**config.mk**
```make
export PLATFORM = sky130hd
export DESIGN_NAME = heard_word_serializer
export DESIGN_NICKNAME = d
export VERILOG_FILES = /design/src/rtl/heard_word_serializer_pkg.sv /design/src/rtl/heard_word_serializer_msg_fifo.sv /design/src/rtl/heard_word_serializer.sv
export SDC_FILE = /design/constraint.sdc
export NUM_CORES = 1
export LEC_CHECK = 0
export ABC_AREA = 0
export BUFFER_PORTS_ARGS = -buffer_cell sky130_fd_sc_hd__buf_2
export CAP_MARGIN = 20
export CORE_ASPECT_RATIO = 1.75
export CORE_UTILIZATION = 58
export CTS_CLUSTER_SIZE = 12
export DETAILED_ROUTE_END_ITERATION = 6
export PLACE_DENSITY = 0.9
export SYNTH_ARGS = -nofsm -noshare
export SYNTH_HDL_FRONTEND = slang
export SYNTH_SLANG_ARGS = --single-unit
```
**constraint.sdc**
```tcl
create_clock -name CLK -period 3.76 [get_ports CLK]
set_input_delay 0.188 -clock CLK [delete_from_list [all_inputs] [get_ports CLK]]
set_output_delay 0.188 -clock CLK [all_outputs]
set_load 0.01 [all_outputs]
```
**src/rtl/heard_word_serializer_pkg.sv**
```systemverilog
// Shared types and constants for the heard-indication word serializer.
package heard_word_serializer_pkg;

    // One buffered indication: the two fields of the heard method.
    typedef struct packed {
        logic [31:0] meth;
        logic [31:0] v;
    } heard_msg_t;

    // Word index within a message (IDLE is implied by an empty FIFO).
    localparam logic [1:0] WIDX_HDR = 2'd0;
    localparam logic [1:0] WIDX_MSG = 2'd1;
    localparam logic [1:0] WIDX_VAL = 2'd2;

    // Every message is a header plus the two payload fields.
    localparam int          MSG_WORDS = 3;
    localparam logic [15:0] HDR_LEN   = 16'd3;

    // Header word: message length in the upper half, method index in the lower.
    function automatic logic [31:0] header_word(input logic [15:0] method_id);
        return {HDR_LEN, method_id};
    endfunction

endpackage

```
**src/rtl/heard_word_serializer_msg_fifo.sv**
```systemverilog
// Generic DEPTH-entry register FIFO of heard messages with full/empty flags.
// Callers must not push while full or pop while empty.
module heard_word_serializer_msg_fifo
    import heard_word_serializer_pkg::*;
#(
    parameter int DEPTH = 4
) (
    input  logic       i_clk,
    input  logic       i_rst_n,
    input  logic       i_push,
    input  heard_msg_t i_wdata,
    input  logic       i_pop,
    output heard_msg_t o_rdata,
    output logic       o_full,
    output logic       o_empty
);

    localparam int             AW       = $clog2(DEPTH);
    localparam logic [AW:0]    FULL_CNT = (AW + 1)'(DEPTH);

    heard_msg_t    r_mem [DEPTH];
    logic [AW-1:0] r_wptr;
    logic [AW-1:0] r_rptr;
    logic [AW:0]   r_count;

    // Write the pushed message into storage.
    // NOTE: storage carries no reset; the count decides which entries are valid,
    // so clearing the array would only add reset fan-out for no behavioural gain.
    always_ff @(posedge i_clk) begin
        if (i_push) begin
            r_mem[r_wptr] <= i_wdata;
        end
    end

    // Advance pointers (natural wrap at DEPTH) and track occupancy.
    // NOTE: non-blocking assignments keep every register sampling pre-edge values.
    always_ff @(posedge i_clk or negedge i_rst_n) begin
        if (!i_rst_n) begin
            r_wptr  <= '0;
            r_rptr  <= '0;
            r_count <= '0;
        end else begin
            if (i_push) begin
                r_wptr <= r_wptr + 1'b1;
            end
            if (i_pop) begin
                r_rptr <= r_rptr + 1'b1;
            end
            case ({i_push, i_pop})
                2'b10:   r_count <= r_count + 1'b1;
                2'b01:   r_count <= r_count - 1'b1;
                default: r_count <= r_count;
            endcase
        end
    end

    assign o_rdata = r_mem[r_rptr];
    assign o_full  = (r_count == FULL_CNT);
    assign o_empty = (r_count == '0);

endmodule

```
**src/rtl/heard_word_serializer.sv**
```systemverilog
// Buffers heard indications and streams each one to the host as three
// 32-bit words: header, meth, v. Host backpressure never stalls the
// indication side until the FIFO is full.
module heard_word_serializer
    import heard_word_serializer_pkg::*;
#(
    parameter int          DEPTH     = 4,
    parameter logic [15:0] METHOD_ID = 16'h0001
) (
    input  logic        CLK,
    input  logic        nRST,
    input  logic        indication_heard__ENA,
    input  logic [31:0] indication_heard_meth,
    input  logic [31:0] indication_heard_v,
    output logic        indication_heard__RDY,
    output logic        word__ENA,
    output logic [31:0] word_data,
    output logic        word_last,
    input  logic        word__RDY,
    output logic        err_overflow
);

    logic       w_full;
    logic       w_empty;
    logic       w_push;
    logic       w_pop;
    logic       w_xfer;
    heard_msg_t w_wdata;
    heard_msg_t w_head;

    logic [1:0] r_widx;
    logic       r_overflow;

    // Ready depends only on registered occupancy, so a full FIFO never
    // sees a push and a pop on the same edge.
    assign indication_heard__RDY = !w_full;
    assign w_push                = indication_heard__ENA && !w_full;
    assign w_wdata               = '{meth: indication_heard_meth, v: indication_heard_v};

    // A word moves whenever something is queued and the host is ready.
    assign w_xfer    = !w_empty && word__RDY;
    assign word__ENA = w_xfer;
    assign w_pop     = w_xfer && (r_widx == WIDX_VAL);

    heard_word_serializer_msg_fifo #(
        .DEPTH (DEPTH)
    ) u_fifo (
        .i_clk   (CLK),
        .i_rst_n (nRST),
        .i_push  (w_push),
        .i_wdata (w_wdata),
        .i_pop   (w_pop),
        .o_rdata (w_head),
        .o_full  (w_full),
        .o_empty (w_empty)
    );

    // Word-index FSM: HDR -> MSG -> VAL on transfers only; wraps to HDR after
    // the popping VAL word. IDLE is simply "FIFO empty" with the index at HDR.
    always_ff @(posedge CLK or negedge nRST) begin
        if (!nRST) begin
            r_widx <= WIDX_HDR;
        end else if (w_xfer) begin
            case (r_widx)
                WIDX_HDR: r_widx <= WIDX_MSG;
                WIDX_MSG: r_widx <= WIDX_VAL;
                default:  r_widx <= WIDX_HDR;
            endcase
        end
    end

    // Sticky overflow: an enqueue attempted while not ready.
    always_ff @(posedge CLK or negedge nRST) begin
        if (!nRST) begin
            r_overflow <= 1'b0;
        end else if (indication_heard__ENA && w_full) begin
            r_overflow <= 1'b1;
        end
    end

    assign err_overflow = r_overflow;

    // Select the word presented to the host; zero while nothing is queued.
    // NOTE: both outputs get a default first so no path leaves them unassigned.
    always_comb begin
        word_data = '0;
        word_last = 1'b0;
        if (!w_empty) begin
            case (r_widx)
                WIDX_HDR: word_data = header_word(METHOD_ID);
                WIDX_MSG: word_data = w_head.meth;
                WIDX_VAL: begin
                    word_data = w_head.v;
                    word_last = 1'b1;
                end
                default: ;
            endcase
        end
    end

endmodule

```
==> results of run 1 <==
==> sequential cells by signal, indices dropped and copies added, names as in the netlist <==
signal and flops:
u_fifo.r_mem 256, u_fifo.r_count 3, r_widx 2, u_fifo.r_rptr 2, u_fifo.r_wptr 2, err_overflow 1
==> metal layers <==
metal | GRT usage (%) | wire, um | up-vias
met1 | 27.3 | 7320 | 2623
met3 | 3.11 | 841 | 35
met2 | 38.7 | 10500 | 184
met5 | 0 | 0 | -
li1 | - | - | 2292
met4 | 8.63 | 504 | 0
==> power by group <==
group          switching (mW)  leakage (nW)  total, mW  internal [mW]
Sequential              0.315          2.46       4.26           3.94
Combinational            1.41          1.55       2.67           1.27
Clock                   0.978         0.349       2.28           1.30
==> worst min path at each step <==
| stage | from | endpoint | slack (ns) | depth (start not counted) |
|---|---|---|---|---|
| 5_1_grt | nRST | r_widx[1] | 0.07 | 2 |
| 2_1_floorplan | nRST | err_overflow | -0.11 | 0 |
| 4_1_cts | nRST | r_widx[1] | 0.06 | 2 |
| 3_3_place_gp | nRST | err_overflow | 0.06 | 1 |
| 6_report | nRST | r_widx[1] | 0.06 | 2 |
| 3_5_place_dp | nRST | u_fifo.r_wptr[0] | 0.06 | 1 |
==> cells by family (layout without fill, tap and decap cells) <==
group / count (synthesis) / after routing / synth area share (%)
AOI/OAI and AO/OA: 52 / 52 / 3.95
xor gates and xnor gates: 6 / 6 / 0.513
adders and majority gates: 6 / 6 / 0.806
buffers and inverters: 31 / 222 / 1.88
DFF: 266 / 266 / 77.5
muxes: 79 / 79 / 14.0
other: 0 / 1 / 0
and+or+nand+nor: 22 / 22 / 1.30
==> repair_timing <==
item / 4_1_cts / 5_1_grt
hold endpoints to repair: 268 / 0
setup endpoints to repair: 0 / 0
hold buffers: 67 / 0
==> worst register-to-register path, cell delays in order (launching register included) <==
cell	delay (ns)
sky130_fd_sc_hd__dfrtp_1	0.45
sky130_fd_sc_hd__nor3b_1	0.20
sky130_fd_sc_hd__nor2b_1	0.43
sky130_fd_sc_hd__and2_4	0.84
==> layout by cell type (no fill, tap or decap), drive strengths merged, types with 2 or more instances in the layout <==
cell and n:
dfrtp 10, edfxtp 256, xnor2 3, a22o 32
nand2b 2, ha 5, a31oi 3, nor3 2
dlygate4sd3 67, nor2 5, buf 108, and2 5
a21o 2, o22ai 10, xor2 3, clkbuf 37
inv 8, mux4 51, nor2b 3, mux2i 27
a21oi 3
==> cell type report <==
type | instances | area [sq um]
Sequential cell | 266 | 7940
Fill cell | 1009 | 4750
Multi-Input combinational cell | 165 | 2120
Timing Repair Buffer | 175 | 1250
Clock buffer | 37 | 713
Tap cell | 227 | 284
Inverter | 8 | 30.0
Clock inverter | 2 | 12.5
Antenna cell | 1 | 2.50
==> per-stage QoR <==
stage                     hold slack, ns  setup WS (ns)  power, mW  instance area, sq um
after floorplan                   -0.108          0.860       6.17                 10200
after global placement            0.0588           1.49       6.84                 11000
after detailed placement          0.0650           1.35       6.96                 11000
after CTS                         0.0587          0.880       9.27                 12400
after global routing              0.0700          0.765       9.58                 12400
final                             0.0602          0.916       9.21                 12400
==> impl_results.md, run 1 <==
- Critical path required time: 3.57 ns
- Number of remaining DRC errors: 0
- Largest delay contributor family on the critical path: simple AND/OR/NAND/NOR gates
- Vias in the first global route: 5492
- Count of cell types in the netlist: 35
- Dominant cells by area after synthesis: sky130_fd_sc_hd__edfxtp_1, sky130_fd_sc_hd__mux4_2, sky130_fd_sc_hd__a22o_1
- Pin count of the biggest net entering global routing: 65
- Number of slew-limit violations in the final report: 0
- Clock tree root buffer cell: sky130_fd_sc_hd__clkbuf_16
- Total wire length: 19.2 mm
- Largest area contributor in the synthesized netlist: sky130_fd_sc_hd__edfxtp_1
- Ratio of total power to cell area: 745 nW/um^2
- Maximum frequency from static timing analysis: 352 MHz
- Setup tns final: 0 ns
- Count of port buffers added during placement: 103
- Nets: 716
- Critical Path Source Type: register
- Reg2Reg Depth: 3
- Antenna-violating nets left: 0
- Tightest Pin Transition: 0.997 ns
- Clock skew after layout: 0.0111 ns
- CP Class: reg2out
- Cells after synthesis: 462
- DRC marker count from the first detailed-route iteration: 301
- Final Hold Violating Endpoints: 0
- Sequential fraction of the synthesis area: 77.5%
- First-pass iteration count of the detailed router: 5
- Maximum net fanout on the critical path: 13
- Bufs on Longest Clock Path: 3
- Post-cts resize count: 0
- Io pins: 104
- Crit path depth: 5
- Setup-failing EPs final: 0
- Setup repair after global routing missed its margin: no
- Critical path cell sequence: nand2b_1 > nor2_2 > buf_4 > a22o_1 > buf_2
- Kind of capture point of the worst setup path: output port
- Post-synth design cell area: 10200 sq um
- Worst r2r src: u_fifo.r_count[2]
- Portion of synthesized cell area occupied by the leading cell type: 75.1%
- Leak pwr: 4.36 nW
- Clock transition at the register clock pins on the worst setup and hold paths after CTS: 0.06 ns
- WP data arrival: 2.66 ns
- Synth Register Bits: 266
- Synthesized Nets: 536
- Total routing resource utilization after global routing: 22.1%
- Width of the die: 102 um
- Count leader, synth: sky130_fd_sc_hd__edfxtp_1
- Clock latency at the later pin of the worst-skew pair: 0.51 ns
- Final cell utilization of the core: 72.2%
- Avg Synthesized Cell Area: 22.2 sq um
- Maximum Capacitance Violations: 0
- Biggest cell delay along the critical path: 0.70 ns
- DIE AREA: 18200 sq um
- Crit path max-delay cell type: sky130_fd_sc_hd__nor2_2
- Post-route minimum period: 2.84 ns
- Post-CTS Setup Bufs: 0
- Number of buffers created by CTS: 26
- Routed via count: 5134
- Clock sink total: 266
- H-tree depth: 1
- Internal reg-to-reg setup slack: 1.36 ns
- CTS tree: built
- Buffers plus inverters on the worst setup path: 2
- Status: completed
- Global-route congestion overflow total: 0
- Routability congestion estimate from global placement: 0.798
- Reg2Reg Capture Point: u_fifo.r_mem[1][26]
- Half-perimeter wire length of the detailed placement result: 11.1 mm
- Yosys warning count: 0
- Die Height: 178 um
- Number of enable flip-flop cells after synthesis: 256
- Startpoint of the most critical setup path: r_widx[1]
- Mean routed wirelength per cell: 21.7 um
- VDD IR max: 0.476 mV
- Hold/Removal Path Class: in2async
- Finished Layout Cells: 881
- First-pass GRT wire length: 29.4 mm
- Placeable core region: 17100 sq um
- Initial antenna violation count: 1
- Synth async-reset ratio: 3.76%
- Drt via density: 5.83
- Most instantiated flip-flop cell in the synthesis netlist: sky130_fd_sc_hd__edfxtp_1
- Initial core utilization: 59.9%
- Capture point of the worst path: word_data[9]
- Commonest cells post-synth: sky130_fd_sc_hd__edfxtp_1, sky130_fd_sc_hd__mux4_2, sky130_fd_sc_hd__a22o_1
- Slew Limit Headroom: 33.5%
- Ratio of final minimum period to clock period: 75.6%
- Share of cells above drive strength 1: 30.0%
- Number of cells after detailed placement: 774
- Area grow syn2layout: 20.7%
- Number of rows created at floorplan: 63
Note: power is estimated with default switching activity, not from simulation.
==> run 2: changes to the inputs <==
--- a/config.mk
+++ b/config.mk
@@ -9,10 +9,10 @@
 export BUFFER_PORTS_ARGS = -buffer_cell sky130_fd_sc_hd__buf_2
 export CAP_MARGIN = 20
 export CORE_ASPECT_RATIO = 1.75
-export CORE_UTILIZATION = 58
+export CORE_UTILIZATION = 53
 export CTS_CLUSTER_SIZE = 12
 export DETAILED_ROUTE_END_ITERATION = 6
-export PLACE_DENSITY = 0.9
+export PLACE_DENSITY = 0.87
 export SYNTH_ARGS = -nofsm -noshare
 export SYNTH_HDL_FRONTEND = slang
 export SYNTH_SLANG_ARGS = --single-unit
==> constraint.sdc (replaced) <==
create_clock -name CLK -period 2.36 [get_ports CLK]
set_input_delay 0.118 -clock CLK [delete_from_list [all_inputs] [get_ports CLK]]
set_output_delay 0.118 -clock CLK [all_outputs]
set_load 0.01 [all_outputs]
==> run 2 against run 1 <==
  * Register-to-register slack lost 1.1 ns
  * Final area is 2.6% higher
  * Largest power group unchanged
  * Sequential share of layout area is 1.6 points lower
  * Power rose by 66%
  * First-iteration DRC count rose by 23%
  * Core utilization is 4.6 points lower
  * Die area is 9.3% higher
  * Critical path type unchanged
==> impl_results.md, run 2 (synthesized netlist as in run 1, its figures left out) <==
- Leak pwr: 4.50 nW
- Antenna-violating nets left: 0
- Fillers: 1106
- Maximum Capacitance Violations: 0
- Biggest cell delay along the critical path: 0.53 ns
- Area grow syn2layout: 23.8%
- Worst-case hold slack: 0.0155 ns
- Hold/Removal Path Class: in2async
- Setup repair after global routing missed its margin: yes
- Largest register by flop count: u_fifo.r_mem
- Finished Layout Cells: 912
- Number of buffers created by CTS: 26
- Number of remaining DRC errors: 0
- CTS tree: built
- Commonest cells after routing, fill and taps aside: sky130_fd_sc_hd__edfxtp_1, sky130_fd_sc_hd__buf_2, sky130_fd_sc_hd__dlygate4sd3_1, sky130_fd_sc_hd__mux4_2, sky130_fd_sc_hd__a22o_1
- Area taken by flip-flops and latches: 7940 sq um
- Clock transition at the register clock pins on the worst setup and hold paths after CTS: 0.06 ns
- Count of port buffers added during placement: 103
- Bufs on Longest Clock Path: 3
- Ratio of final minimum period to clock period: 98.9%
- Initial antenna violation count: 3
- Clock skew after layout: 0.0112 ns
- Tightest Pin Transition: 0.677 ns
- CP Class: reg2out
- Mean routed wirelength per cell: 22.4 um
- Status: completed
- Die Height: 186 um
- First-pass GRT wire length: 30.2 mm
- Total wire length: 20.4 mm
- Setup-failing EPs final: 0
- Non-Filler Cell Area, Final: 12700 sq um
- Critical path cell sequence: buf_16 > mux4_2 > a22o_1 > buf_2
- Number of cells after detailed placement: 799
- Placeable core region: 18700 sq um
- Share of cells above drive strength 1: 32.5%
- Clock latency at the later pin of the worst-skew pair: 0.51 ns
- Maximum frequency from static timing analysis: 428 MHz
- DIE AREA: 19900 sq um
- Initial core utilization: 54.6%
- Io pins: 104
- Total routing resource utilization after global routing: 20.6%
- Clock sink total: 266
- Post-route minimum period: 2.34 ns
- Commonest non-fill, non-tap cell in the layout: sky130_fd_sc_hd__edfxtp_1
- Drt via density: 5.78
- Ratio of total power to cell area: 1200 nW/um^2
- Maximum net fanout on the critical path: 26
- Global-route congestion overflow total: 0
- Crit path max-delay cell type: sky130_fd_sc_hd__mux4_2
- Slew Limit Headroom: 54.5%
- H-tree depth: 1
- Kind of capture point of the worst setup path: output port
- Area used by multi-input combinational logic: 2140 sq um
- Routed via count: 5275
- Flip-flop count of the largest register after layout: 256
- Routability congestion estimate from global placement: 0.808
- Pin count of the biggest net entering global routing: 34
- Number of rows created at floorplan: 66
- First-pass iteration count of the detailed router: 5
- Width of the die: 107 um
- Largest delay contributor family on the critical path: multiplexers
- VDD IR max: 0.908 mV
- Vias in the first global route: 5757
- Final Hold Violating Endpoints: 0
- Half-perimeter wire length of the detailed placement result: 12.1 mm
- Nets: 734
- DRC marker count from the first detailed-route iteration: 370
- Clock tree root buffer cell: sky130_fd_sc_hd__clkbuf_16
- Number of slew-limit violations in the final report: 0
- Critical Path Source Type: register
- Buffers plus inverters on the worst setup path: 2
- WP data arrival: 2.22 ns
- Leading registers by flop count: u_fifo.r_mem (256), u_fifo.r_count (3)
- Setup tns final: 0 ns
- Cell area after placement: 11200 sq um
- Critical path required time: 2.24 ns
-- run 2: final timing paths --
check | slack [ns] | depth (start not counted) | from | to
min | 0.02 | 2 | nRST | u_fifo.r_wptr[0]
min reg2reg | 0.49 | 1 | err_overflow | err_overflow
max in group asynchronous | 2.13 | 2 | nRST | u_fifo.r_rptr[0]
max reg2reg | 0.23 | 8 | r_widx[1] | u_fifo.r_count[2]
min in group CLK | 0.36 | 2 | indication_heard_v[6] | u_fifo.r_mem[1][6]
max | 0.02 | 4 | u_fifo.r_rptr[0] | word_data[27]
-- run 2: repair_timing --
action / CTS / global route
hold endpoints to repair: 269 / 0
hold buffers: 67 / 0
cloned: 0 / 2
resized for setup: 4 / 6
setup endpoints to repair: 30 / 9
setup buffers: 1 / 1
pin swaps: 0 / 8
-- run 2: area by class of cell --
class,count,share of cell area [%]
clock buffer,38,5.73
inverter,8,0.237
sequential,266,62.6
tap,238,2.35
clock inverter,1,0.237
multi-input combinational,165,16.9
timing repair buffer,193,11.9
antenna,3,0.0592
-- run 2: power breakdown --
part	switching, mW	internal (mW)	total (mW)
Clock	1.55	2.21	3.76
Sequential	0.345	6.25	6.60
Combinational	2.59	2.33	4.92
-- run 2: through the flow --
| step | worst slack, ns | util, % | power [mW] |
|---|---|---|---|
| after global routing | -0.0278 | 67.6 | 15.9 |
| after floorplan | 0.146 | - | 9.80 |
| after detailed placement | 0.177 | 59.5 | 11.3 |
| final | 0.0250 | 67.6 | 15.3 |
| after CTS | 0.00894 | 67.2 | 15.2 |
| after global placement | 0.339 | 59.5 | 11.1 |
-- run 2: metal layers --
layer,global-route usage [%],wire length (um)
met5,0,0
met4,8.99,626
met1,22.5,7170
met3,2.52,971
met2,39.4,11600
==> run 3: changes to the inputs <==
--- a/config.mk
+++ b/config.mk
@@ -9,10 +9,11 @@
 export BUFFER_PORTS_ARGS = -buffer_cell sky130_fd_sc_hd__buf_2
 export CAP_MARGIN = 20
 export CORE_ASPECT_RATIO = 1.75
+export CORE_MARGIN = 1.5
 export CORE_UTILIZATION = 53
 export CTS_CLUSTER_SIZE = 12
 export DETAILED_ROUTE_END_ITERATION = 6
-export PLACE_DENSITY = 0.87
+export PLACE_DENSITY = 0.76
 export SYNTH_ARGS = -nofsm -noshare
 export SYNTH_HDL_FRONTEND = slang
 export SYNTH_SLANG_ARGS = --single-unit
==> run 3 against run 2 <==
  * The run now ends with setup timing left
  * First-iteration DRC count shrank 6.2%
  * Die area grew 1.5%
  * Combinational power is essentially flat
  * Clock power shrank 6.4%
  * Clock-buffer cell count shrank 10
  * Via count shrank 2.3%
  * Register-to-register slack is essentially flat
  * Maximum frequency shrank 1.7%
  * Largest power group unchanged
==> impl_results.md, run 3 (synthesized netlist as in run 1, its figures left out) <==
- Clock sink total: 266
- VDD IR max: 1.02 mV
- First-pass GRT wire length: 31.0 mm
- Initial antenna violation count: 2
- Failing checks: setup timing
- Status: finished, violations left
- Kind of capture point of the worst setup path: output port
- Reg2Reg Capture Point: u_fifo.r_count[2]
- Hold/Removal Path Class: in2async
- First-pass iteration count of the detailed router: 4
- Share of cells above drive strength 1: 32.5%
- Post-route met1 wirelength: 7.48 mm
- H-tree depth: 1
- Antenna-violating nets left: 0
- Critical Path Most Common Cell: sky130_fd_sc_hd__buf_12
- Amount of wire on met3 after detailed routing: 865 um
- Commonest non-fill, non-tap cell in the layout: sky130_fd_sc_hd__edfxtp_1
- Critical path cell sequence: buf_12 > buf_12 > mux4_2 > a22o_1 > buf_2
- WP data arrival: 2.26 ns
- Clock latency at the later pin of the worst-skew pair: 0.51 ns
- Worst r2r src: u_fifo.r_count[0]
- Post-route worst setup slack: -0.0158 ns
- Final Hold Violating Endpoints: 0
- Drt via density: 5.68
- Ratio of final minimum period to clock period: 101%
- Global-route congestion overflow total: 0
- Nets: 736
- Commonest cells after routing, fill and taps aside: sky130_fd_sc_hd__edfxtp_1, sky130_fd_sc_hd__buf_2, sky130_fd_sc_hd__dlygate4sd3_1, sky130_fd_sc_hd__mux4_2, sky130_fd_sc_hd__a22o_1
- Width of the die: 108 um
- Bufs on Longest Clock Path: 3
- Internal reg-to-reg setup slack: 0.22 ns
- Initial core utilization: 53.8%
- Die Height: 187 um
- Maximum frequency from static timing analysis: 421 MHz
- Clock skew after layout: 0.00762 ns
- Critical Path Source Type: register
- Maximum Capacitance Violations: 0
- Maximum net fanout on the critical path: 15
- Total wire length: 19.9 mm
- Capture point of the worst path: word_data[16]
- Vias in the first global route: 5669
- Total routing resource utilization after global routing: 20.5%
- Met2 WL post-DR: 11.1 mm
- Clock tree root buffer cell: sky130_fd_sc_hd__clkbuf_16
- Reg2Reg Depth: 9
- CTS tree: built
- Leading registers by flop count: u_fifo.r_mem (256), u_fifo.r_count (3)
- Sum of internal, switching and leakage power: 15.0 mW
- Largest register by flop count: u_fifo.r_mem
- Startpoint of the most critical setup path: u_fifo.r_rptr[0]
- Area grow syn2layout: 23.5%
- Slew Limit Headroom: 51.7%
- Crit path max-delay cell type: sky130_fd_sc_hd__mux4_2
- Leak pwr: 4.49 nW
- Ratio of total power to cell area: 1190 nW/um^2
- Clock transition at the register clock pins on the worst setup and hold paths after CTS: 0.06 ns
- Critical path required time: 2.24 ns
- Placeable core region: 19000 sq um
- Mean routed wirelength per cell: 21.9 um
- Tightest Pin Transition: 0.719 ns
- Count of port buffers added during placement: 103
- Number of buffers created by CTS: 26
- Setup-failing EPs final: 1
- Setup tns final: -0.0158 ns
- Routed via count: 5153
- Biggest cell delay along the critical path: 0.53 ns
- Post-route minimum period: 2.38 ns
- Flip-flop count of the largest register after layout: 256
- Pin count of the biggest net entering global routing: 40
- DRC marker count from the first detailed-route iteration: 347
- Io pins: 104
- Number of slew-limit violations in the final report: 0
- DIE AREA: 20200 sq um
- Half-perimeter wire length of the detailed placement result: 12.0 mm
- Top Metal Used: met4
- Number of remaining DRC errors: 0
- CP Class: reg2out
- Number of rows created at floorplan: 67
- Routability congestion estimate from global placement: 0.805
- Setup repair after global routing missed its margin: yes
==> run 3: power breakdown <==
part	internal, mW	leakage (nW)	switching [mW]
registers	6.26	2.46	0.331
clock network	2.01	0.337	1.51
logic	2.38	1.69	2.56
==> run 3: worst min-delay path by stage <==
stage               depth (start not counted)      endpoint  slack (ns)  startpoint
global placement                            1  err_overflow       -0.01        nRST
detailed placement                          1  err_overflow      -0.007        nRST
finish                                      2  err_overflow       0.007        nRST
floorplan                                   0  err_overflow       -0.18        nRST
global route                                2  err_overflow        0.03        nRST
CTS                                         2  err_overflow      0.0001        nRST
==> run 3: final cells by class <==
class | instances | area [sq um]
clock inverter | 3 | 15.0
sequential | 266 | 7940
inverter | 8 | 30.0
timing repair buffer | 195 | 1540
antenna | 2 | 5.00
multi-input combinational | 165 | 2130
fill | 1232 | 6390
tap | 241 | 302
clock buffer | 28 | 679
==> run 3: stage by stage <==
| step | utilization (%) | std cells | setup WS [ns] | hold slack, ns | area (sq um) |
|---|---|---|---|---|---|
| final | 66.4 | 908 | -0.0158 | 0.00687 | 12600 |
| after global placement | 58.9 | 804 | 0.325 | -0.0103 | 11200 |
| after global routing | 66.4 | 908 | -0.0723 | 0.0260 | 12600 |
| after floorplan | - | 462 | 0.146 | -0.178 | 10200 |
| after CTS | 66.3 | 906 | -0.0303 | 0.000118 | 12600 |
| after detailed placement | 58.9 | 804 | 0.269 | -0.00748 | 11200 |
==> run 3: metal layers <==
layer,GRT usage [%],vias up
li1,-,2319
met1,25.8,2666
met2,36.3,135
met3,2.61,33
met4,7.09,0
met5,0,-
==> run 3: repair_timing <==
action	CTS	global route
hold endpoints to repair	268	0
cloned	0	0
setup buffers	4	0
endpoints found under the setup margin	25	29
pin swaps	0	2
gates resized for setup	0	4
hold buffers	67	0
==> run 3: critical path, delay by kind of cell, from the launching register on <==
kind | cells | cell delay (ns)
AO/OA/AOI/OAI | 1 | 0.27
flip-flops | 1 | 0.48
multiplexers | 1 | 0.53
buffers and inverters | 3 | 0.45
